[src/rtl/down_timer_counter_pkg.sv]
// -----------------------------------------------------------------------------
// timer_pkg
// Shared types and constants for the down timer/counter block.
//   state_t        : controller states (IDLE after reset, RUN while counting,
//                    DONE once a one-shot count has expired or 0 was loaded)
//   DEFAULT_WIDTH  : default counter / load-value width in bits
// -----------------------------------------------------------------------------
package timer_pkg;

    localparam int DEFAULT_WIDTH = 4;

    typedef enum logic [1:0] {
        IDLE = 2'd0,
        RUN  = 2'd1,
        DONE = 2'd2
    } state_t;

endpackage

[src/rtl/down_timer_counter_if.sv]
// -----------------------------------------------------------------------------
// down_timer_counter_if
// Control/status bundle between a controller and the down timer.
//   load        : load strobe, samples load_val on the clock edge
//   load_val    : start / reload value
//   en          : count enable
//   auto_reload : 1 = periodic, 0 = one-shot
//   q           : current count
//   zero        : q == 0 (combinational)
//   tc_pulse    : registered one-cycle terminal-count pulse
//   busy        : timer is counting
// master modport is the controller side, slave modport is the timer side.
// -----------------------------------------------------------------------------
interface down_timer_counter_if
    import timer_pkg::*;
#(
    parameter int WIDTH = DEFAULT_WIDTH
);

    logic             load;
    logic [WIDTH-1:0] load_val;
    logic             en;
    logic             auto_reload;
    logic [WIDTH-1:0] q;
    logic             zero;
    logic             tc_pulse;
    logic             busy;

    modport master (
        output load, load_val, en, auto_reload,
        input  q, zero, tc_pulse, busy
    );

    modport slave (
        input  load, load_val, en, auto_reload,
        output q, zero, tc_pulse, busy
    );

endinterface

[src/rtl/down_timer_counter_core.sv]
// -----------------------------------------------------------------------------
// down_count_core
// WIDTH-bit count register with synchronous load and decrement and an
// asynchronous clear.
//   clk      : clock, posedge
//   rst      : asynchronous active-high clear (q -> 0)
//   load     : load load_val this edge (has priority over dec)
//   load_val : value to load
//   dec      : decrement this edge
//   q        : current count
//   is_one   : q == 1
//   is_zero  : q == 0
// -----------------------------------------------------------------------------
module down_count_core
    import timer_pkg::*;
#(
    parameter int WIDTH = DEFAULT_WIDTH
) (
    input  logic             clk,
    input  logic             rst,
    input  logic             load,
    input  logic [WIDTH-1:0] load_val,
    input  logic             dec,
    output logic [WIDTH-1:0] q,
    output logic             is_one,
    output logic             is_zero
);

    // A decrement request at 0 is dropped so the count can never wrap to
    // all-ones, whatever the controller asks for.
    always_ff @(posedge clk or posedge rst) begin
        if (rst) begin
            q <= '0;
        end else if (load) begin
            q <= load_val;
        end else if (dec && !is_zero) begin
            q <= q - WIDTH'(1);
        end
    end

    assign is_one  = (q == WIDTH'(1));
    assign is_zero = (q == '0);

endmodule

[src/rtl/down_timer_counter.sv]
// -----------------------------------------------------------------------------
// down_timer_counter
// Loadable down counter / interval timer with one-shot and periodic
// auto-reload modes. Used as a delay/timeout source by control FSMs.
//   clk : clock, all state updates on posedge
//   rst : asynchronous active-high reset
//   bus : slave side of down_timer_counter_if
//         (load, load_val, en, auto_reload in; q, zero, tc_pulse, busy out)
// Per-edge priority: rst > load > count > hold.
// -----------------------------------------------------------------------------
module down_timer_counter
    import timer_pkg::*;
#(
    parameter int WIDTH = DEFAULT_WIDTH
) (
    input  logic                clk,
    input  logic                rst,
    down_timer_counter_if.slave bus
);

    state_t           state;
    state_t           state_next;
    logic [WIDTH-1:0] reload_reg;
    logic             tc_q;
    logic             tc_next;

    logic             terminal;
    logic             core_load;
    logic [WIDTH-1:0] core_val;
    logic             core_dec;
    logic [WIDTH-1:0] count;
    logic             is_one;
    logic             is_zero;

    // Terminal cycle: counting from 1 while running and not being reloaded
    // by software in the same edge.
    assign terminal = (state == RUN) && bus.en && is_one && !bus.load;

    // In periodic mode the terminal cycle reloads the core from reload_reg
    // instead of letting it reach 0, so q never shows 0 while periodic.
    assign core_load = bus.load || (terminal && bus.auto_reload);
    assign core_val  = bus.load ? bus.load_val : reload_reg;
    assign core_dec  = (state == RUN) && bus.en && !bus.load;

    down_count_core #(
        .WIDTH (WIDTH)
    ) u_core (
        .clk      (clk),
        .rst      (rst),
        .load     (core_load),
        .load_val (core_val),
        .dec      (core_dec),
        .q        (count),
        .is_one   (is_one),
        .is_zero  (is_zero)
    );

    // Next-state and terminal-pulse logic. A load of 0 goes straight to DONE
    // since there is nothing to count.
    always_comb begin
        state_next = state;
        tc_next    = 1'b0;
        if (bus.load) begin
            state_next = (bus.load_val != '0) ? RUN : DONE;
        end else if (terminal) begin
            tc_next = 1'b1;
            if (!bus.auto_reload) begin
                state_next = DONE;
            end
        end
    end

    always_ff @(posedge clk or posedge rst) begin
        if (rst) begin
            state      <= IDLE;
            tc_q       <= 1'b0;
            reload_reg <= '0;
        end else begin
            state <= state_next;
            tc_q  <= tc_next;
            if (bus.load) begin
                reload_reg <= bus.load_val;
            end
        end
    end

    assign bus.q        = count;
    assign bus.zero     = is_zero;
    assign bus.tc_pulse = tc_q;
    assign bus.busy     = (state == RUN);

endmodule

[src/flat_wrapper.sv]
// flat-port wrapper written by rule: the top's interface ports become plain ports
module down_timer_counter_flat import timer_pkg::*;
#(
    parameter int WIDTH = DEFAULT_WIDTH
)
  (clk, rst, bus_load, bus_load_val, bus_en, bus_auto_reload, bus_q, bus_zero, bus_tc_pulse, bus_busy);
  down_timer_counter_if #(.WIDTH(WIDTH)) bus_i ();
  input  logic clk;
  input  logic rst;
  input wire logic [$bits(bus_i.load)-1:0] bus_load;
  input wire logic [$bits(bus_i.load_val)-1:0] bus_load_val;
  input wire logic [$bits(bus_i.en)-1:0] bus_en;
  input wire logic [$bits(bus_i.auto_reload)-1:0] bus_auto_reload;
  output wire logic [$bits(bus_i.q)-1:0] bus_q;
  output wire logic [$bits(bus_i.zero)-1:0] bus_zero;
  output wire logic [$bits(bus_i.tc_pulse)-1:0] bus_tc_pulse;
  output wire logic [$bits(bus_i.busy)-1:0] bus_busy;
  assign bus_i.load = bus_load;
  assign bus_i.load_val = bus_load_val;
  assign bus_i.en = bus_en;
  assign bus_i.auto_reload = bus_auto_reload;
  assign bus_q = bus_i.q;
  assign bus_zero = bus_i.zero;
  assign bus_tc_pulse = bus_i.tc_pulse;
  assign bus_busy = bus_i.busy;
  down_timer_counter #(.WIDTH(WIDTH)) u_core (.clk(clk), .rst(rst), .bus(bus_i));
endmodule
[config.mk]
export PLATFORM = sky130hd
export DESIGN_NAME = down_timer_counter_flat
export DESIGN_NICKNAME = d
export VERILOG_FILES = /design/src/rtl/down_timer_counter_pkg.sv /design/src/rtl/down_timer_counter_if.sv /design/src/rtl/down_timer_counter_core.sv /design/src/rtl/down_timer_counter.sv /design/src/flat_wrapper.sv
export SDC_FILE = /design/constraint.sdc
export NUM_CORES = 1
export LEC_CHECK = 0
export CAP_MARGIN = 20
export CORE_MARGIN = 1.5
export CORE_UTILIZATION = 30
export DETAILED_ROUTE_END_ITERATION = 12
export MAX_ROUTING_LAYER = met4
export PLACE_DENSITY_LB_ADDON = 0.3
export SYNTH_ARGS = -nofsm -noshare
export SYNTH_HDL_FRONTEND = slang
export SYNTH_SLANG_ARGS = --single-unit
export TNS_END_PERCENT = 100
[constraint.sdc]
create_clock -name clk -period 1.7 [get_ports clk]
set_input_delay 0.255 -clock clk [delete_from_list [all_inputs] [get_ports clk]]
set_output_delay 0.255 -clock clk [all_outputs]
set_load 0.05 [all_outputs]
==> metrics.json <==
{
  "synth-async-reset-ratio": {"value": 1.00},
  "dp_worst_setup_slack": {"value": -3.94, "unit": "ps"},
  "netlist_top_cells_area": {"value": "dfrtp_1, ha_1, mux2_1"},
  "hold_class": {"value": "in2async"},
  "post_synth_instance_area": {"value": 583, "unit": "µm²"},
  "timing.critical_path.depth": {"value": 5},
  "htree_num_levels": {"value": 1},
  "first_iter_violations": {"value": 5},
  "p_int": {"value": 0.519, "unit": "mW"},
  "synth_seq_area_share": {"value": 0.472},
  "power.switching_fraction": {"value": 0.350},
  "number_of_hold_violations_in_the_final_report": {"value": 0},
  "vias": {"value": 470},
  "synthMostInstantiatedCell": {"value": "dfrtp_1"},
  "vias_in_the_first_global_route": {"value": 475},
  "worst_ep_required_time": {"value": 1440, "unit": "ps"},
  "synth_nets": {"value": 64},
  "routabilityCongestion": {"value": 0.801},
  "worst_slew_margin_rel": {"value": 0.705},
  "io-pin-count": {"value": 16},
  "global_route.overflow_total": {"value": 0},
  "post-synth-top-area-fraction": {"value": 0.472},
  "clock-root-buffer": {"value": "clkbuf_4"},
  "worstRegToRegCells": {"value": 7},
  "worst_path_dominant_cell_family": {"value": "flip-flops"},
  "timing.critical_path.arrival": {"value": 1470, "unit": "ps"},
  "synth-edff-count": {"value": 0},
  "worstSkewPairLatency": {"value": 260, "unit": "ps"},
  "post-synth-top-area-cell": {"value": "dfrtp_1"},
  "fillers": {"value": 165},
  "antenna_cells_inserted": {"value": 0},
  "synth-seq-cells": {"value": 11},
  "finalWorstSetupSlack": {"value": -23.9, "unit": "ps"},
  "kind_of_critical_path": {"value": "reg2out"},
  "critical_path_sink_type": {"value": "output port"},
  "post-layout-total-power": {"value": 0.798, "unit": "mW"},
  "ir_worst_vdd": {"value": 364, "unit": "µV"},
  "fmaxAchievable": {"value": 580, "unit": "MHz"},
  "ys_types": {"value": 24},
  "num-nets-final": {"value": 90},
  "timing.critical_path.cells": {"value": "inv_2 > ha_1 > or3b_4 > clkinvlp_4 > buf_12"},
  "skew": {"value": 0.224, "unit": "ps"},
  "cts_tree": {"value": "built"},
  "floorplan.die.width": {"value": 47.1, "unit": "µm"},
  "critPathLaunchType": {"value": "register"},
  "holdBufCountCts": {"value": 0},
  "ys_warn_count": {"value": 0},
  "placed_area": {"value": 786, "unit": "µm²"},
  "fin_crit": {"value": 1720, "unit": "ps"},
  "synth_cells": {"value": 52},
  "grt_usage": {"value": 0.134},
  "grt_max_degree": {"value": 12},
  "timing.critical_path.buf_inv": {"value": 3},
  "clkTransAtPathRegs": {"value": 70, "unit": "ps"},
  "core_box_area": {"value": 0.00178, "unit": "mm²"},
  "net-switching-power": {"value": 0.279, "unit": "mW"},
  "postSynth.topFlopCell": {"value": "dfrtp_1"},
  "dpl.cell_count": {"value": 94},
  "cap_viol_max_count": {"value": 0},
  "crit_slowest_cell": {"value": "dfrtp_2"},
  "grt_first_pass_wirelength": {"value": 1.95, "unit": "mm"},
  "worst_r2r_endpoint": {"value": "u_core.u_core.q[1]"},
  "combinational_share_of_power": {"value": 0.385},
  "fin_setup_tns": {"value": -40.1, "unit": "ps"},
  "grt_antenna_before_repair": {"value": 0},
  "routed_wirelength": {"value": 1.25, "unit": "mm"},
  "clockPowerShare": {"value": 0.222},
  "cp_max_fo": {"value": 2},
  "detail_route.first_pass.iterations": {"value": 4},
  "critical_path.startpoint": {"value": "u_core.u_core.q[0]"},
  "cpPeakStageDelay": {"value": 410, "unit": "ps"},
  "cts-root-to-sink-buffers": {"value": 2},
  "worst_r2r_startpoint": {"value": "u_core.u_core.q[0]"},
  "run_status": {"value": "finished with violations"},
  "port-buffer-count": {"value": 15},
  "final-instance-count-excl-fill": {"value": 102},
  "fp-row-count": {"value": 15},
  "numCtsBuffers": {"value": 3},
  "drive_above_1_share": {"value": 0.416},
  "rsz0062_at_grt": {"value": "yes"},
  "remaining_drc_errors": {"value": 0},
  "wl_per_cell": {"value": 12.3, "unit": "µm"},
  "slew_viol_final": {"value": 0},
  "seqPwrFrac": {"value": 0.393},
  "die_height": {"value": 47.1, "unit": "µm"},
  "multi_input_area": {"value": 297, "unit": "µm²"},
  "violations": {"value": "setup timing"},
  "clock_sinks": {"value": 11},
  "crit_path_end": {"value": "bus_zero"},
  "reg2reg_slack": {"value": -20, "unit": "ps"},
  "synth_common_cells": {"value": "dfrtp_1, nor2_1, inv_1"},
  "drt.antenna.violating_nets": {"value": 0},
  "syn-mean-instance-area": {"value": 11.2, "unit": "µm²"},
  "initial_cell_density_of_the_core": {"value": 0.327},
  "final_min_period_over_clock_period": {"value": 1.01},
  "detailedPlacementHpwl": {"value": 870, "unit": "µm"},
  "final_design_area_no_fill": {"value": 860, "unit": "µm²"},
  "total_die_area": {"value": 0.00222, "unit": "mm²"},
  "p_leak": {"value": 0.379, "unit": "nW"},
  "layout.area.seq": {"value": 278, "unit": "µm²"},
  "power_density": {"value": 929, "unit": "mW/mm²"},
  "areaGrowthSynthToFinish": {"value": 47.4, "unit": "%"},
  "worst_pin_slew": {"value": 442, "unit": "ps"},
  "setup_viol": {"value": 2},
  "avgViaCountPerCell": {"value": 4.61}
}
==> final cells by class <==
type | instances | share of cell area
clock buffer | 4 | 0.0306
multi-input combinational | 34 | 0.345
inverter | 5 | 0.0262
timing repair buffer | 23 | 0.239
tap | 25 | 0.0364
sequential | 11 | 0.323
==> per-stage QoR <==
stage | util | hold slack [ps]
after CTS | 0.472 | 304
after floorplan | - | 107
after global placement | 0.441 | 482
after detailed placement | 0.441 | 485
final | 0.482 | 291
after global routing | 0.482 | 307
==> cell families (layout without fill, tap and decap cells) <==
group	Yosys count	in the layout	share of synthesized area
compound gates	11	11	0.159
xor+xnor	2	2	0.0300
fa+ha+maj	3	3	0.0644
buf+inv	7	32	0.0494
flops	11	11	0.472
mux	5	5	0.103
simple gates	13	13	0.122
==> worst min path at each step <==
stage | startpoint | end | cells past startpoint
finish | rst | u_core.u_core.q[3] | 2
global route | rst | u_core.state[1] | 2
CTS | rst | u_core.state[0] | 2
detailed placement | u_core.reload_reg[3] | u_core.reload_reg[3] | 1
global placement | u_core.reload_reg[0] | u_core.reload_reg[0] | 1
floorplan | rst | u_core.bus.tc_pulse | 1
==> power groups by stage <==
stage,logic (mW),clock network (mW),registers (mW)
global placement,0.264,0,0.321
global route,0.330,0.196,0.319
floorplan,0.116,0,0.377
finish,0.308,0.177,0.314
detailed placement,0.263,0,0.321
CTS,0.289,0.180,0.313
==> cells in the final DEF, fill, tap and decap left out, drive strengths merged <==
master,netlist,final
a41oi,1,1
inv,5,4
clkdlybuf4s50,0,8
mux2,5,5
o21ai,1,1
clkinvlp,0,1
ha,3,3
and3b,1,1
o41ai,1,1
nor2,6,6
o21a,1,1
a21bo,1,1
nand3b,1,1
a31oi,1,1
xor2,1,1
o21bai,1,1
nand3,2,2
or3b,1,1
dfrtp,11,11
xnor2,1,1
buf,2,15
and2,1,1
nor3,1,1
clkbuf,0,4
a21oi,4,4
==> worst register-to-register path: cells and delay by family, from the launching register on <==
family / cells / cell delay (ps)
adders and majority gates: 1 / 130
AOI/OAI and AO/OA: 2 / 200
muxes: 1 / 250
buffers and inverters: 2 / 220
and+or+nand+nor: 1 / 390
DFF: 1 / 410
==> per-layer routing <==
layer	vias up	GRT usage	share of wire	routed length (µm)
met5	-	-	0	0
met3	2	0.0462	0.050	63
met1	225	0.167	0.47	584
met2	14	0.192	0.48	603
met4	0	0.0667	0.0032	4
li1	229	-	-	-
==> repair_timing <==
action | in CTS | in global routing
pin swaps | 0 | 2
setup endpoints to repair | 1 | 3
hold endpoints to repair | 0 | 0
resized for setup | 0 | 4
setup buffers | 4 | 0
Note: power is estimated with default switching activity, not from simulation.
==> RTL change: new RTL, same settings <==
Set the package constant `DEFAULT_WIDTH` to 5 (it was 4).
--- a/src/rtl/down_timer_counter_pkg.sv
+++ b/src/rtl/down_timer_counter_pkg.sv
@@ -7,7 +7,7 @@
 // -----------------------------------------------------------------------------
 package timer_pkg;
 
-    localparam int DEFAULT_WIDTH = 4;
+    localparam int DEFAULT_WIDTH = 5;
 
     typedef enum logic [1:0] {
         IDLE = 2'd0,
Ports: changed (resized bus_load_val and bus_q); port bits go from 16 to 18. No check against the original RTL was run, so the function may have changed too.
==> RTL change against the original RTL <==
- the run still ends with negative setup slack left
- global-route usage fell by 0.088 points
- die area is 17% higher
- non-clock buffer count is 10 higher
- synthesized area increased by 18%
- cell count is 20% higher
- final area grew 28%
- worst setup slack got worse by 6.0 ps
- routed wire length rose by 21%
- total power up 17%
- synthesized cell count is 13% higher
- sequential cell count up 2
- combinational power up 20%
- first-iteration DRC count down 80%
==> RTL change: results (changes against the original RTL) <==
postLayoutSetupSlackWorst_ps: -29.9  # -6.05 ps
hold_ws_ps: 297  # +5.96 ps
seq_area_frac_synth: 0.471  # -0.00109
placed_area_sq_um: 982  # +25%
multi_input_gates: 40  # +18%
met1_usage: 0.150  # -0.0177
setup_viol: 1  # -1
cp_max_fo: 3  # +1
violations: "negative setup slack"
buffer_area_frac: 0.287  # +0.0480
grtUsageMet3: 0.0556  # +0.00940
worst_pin_slew_ps: 484  # +42.2 ps
utilization: 0.502  # +0.0199
dp_hpwl_um: 1070  # +23%
status: "complete, but fails checks"
skew_ps: 6.12  # +5.89 ps
fin_setup_tns_ps: -29.9  # +10.1 ps
postSynthAreaPerCell_sq_um: 11.7  # +4.4%
final_nets: 107  # +19%
grt_util_met2: 0.223  # +0.0312
syn-cell-area_sq_um: 691  # +18%
grt_pass1_wl_um: 2460  # +26%
multi_input_area_share: 0.344  # -0.00140
synthAdderAreaFrac: 0.0362  # -0.0281
grt_pass1_vias: 565  # +19%
ys_types: 26  # +8.3%
vias_per_cell: 4.80  # +4.1%
[RTL change: repair_timing]
item	4_1_cts	5_1_grt
pin swaps	1	2
gates resized for setup	3	4
endpoints found under the setup margin	1	4
setup buffers	5	3
hold buffers	0	0
gates cloned	0	0
[RTL change: worst max path at each step]
stage / end / cells past startpoint
floorplan: u_core.u_core.q[1]$_DFFE_PP0P_ / 6
global placement: u_core.u_core.q[1]$_DFFE_PP0P_ / 5
detailed placement: u_core.u_core.q[1]$_DFFE_PP0P_ / 5
CTS: bus_zero / 6
global route: bus_zero / 6
finish: bus_zero / 6
[RTL change: per-layer routing]
layer	routed length (um)	vias up
li1	-	277
met1	594	293
met2	825	15
met3	94	0
met4	0	0
met5	0	-
[RTL change: power by group]
part,internal [uW],total [uW],switching (uW),leakage [uW]
sequential,344,377,32.7,0.000151
clock,91.0,191,100,0.0000150
combinational,182,369,187,0.000315
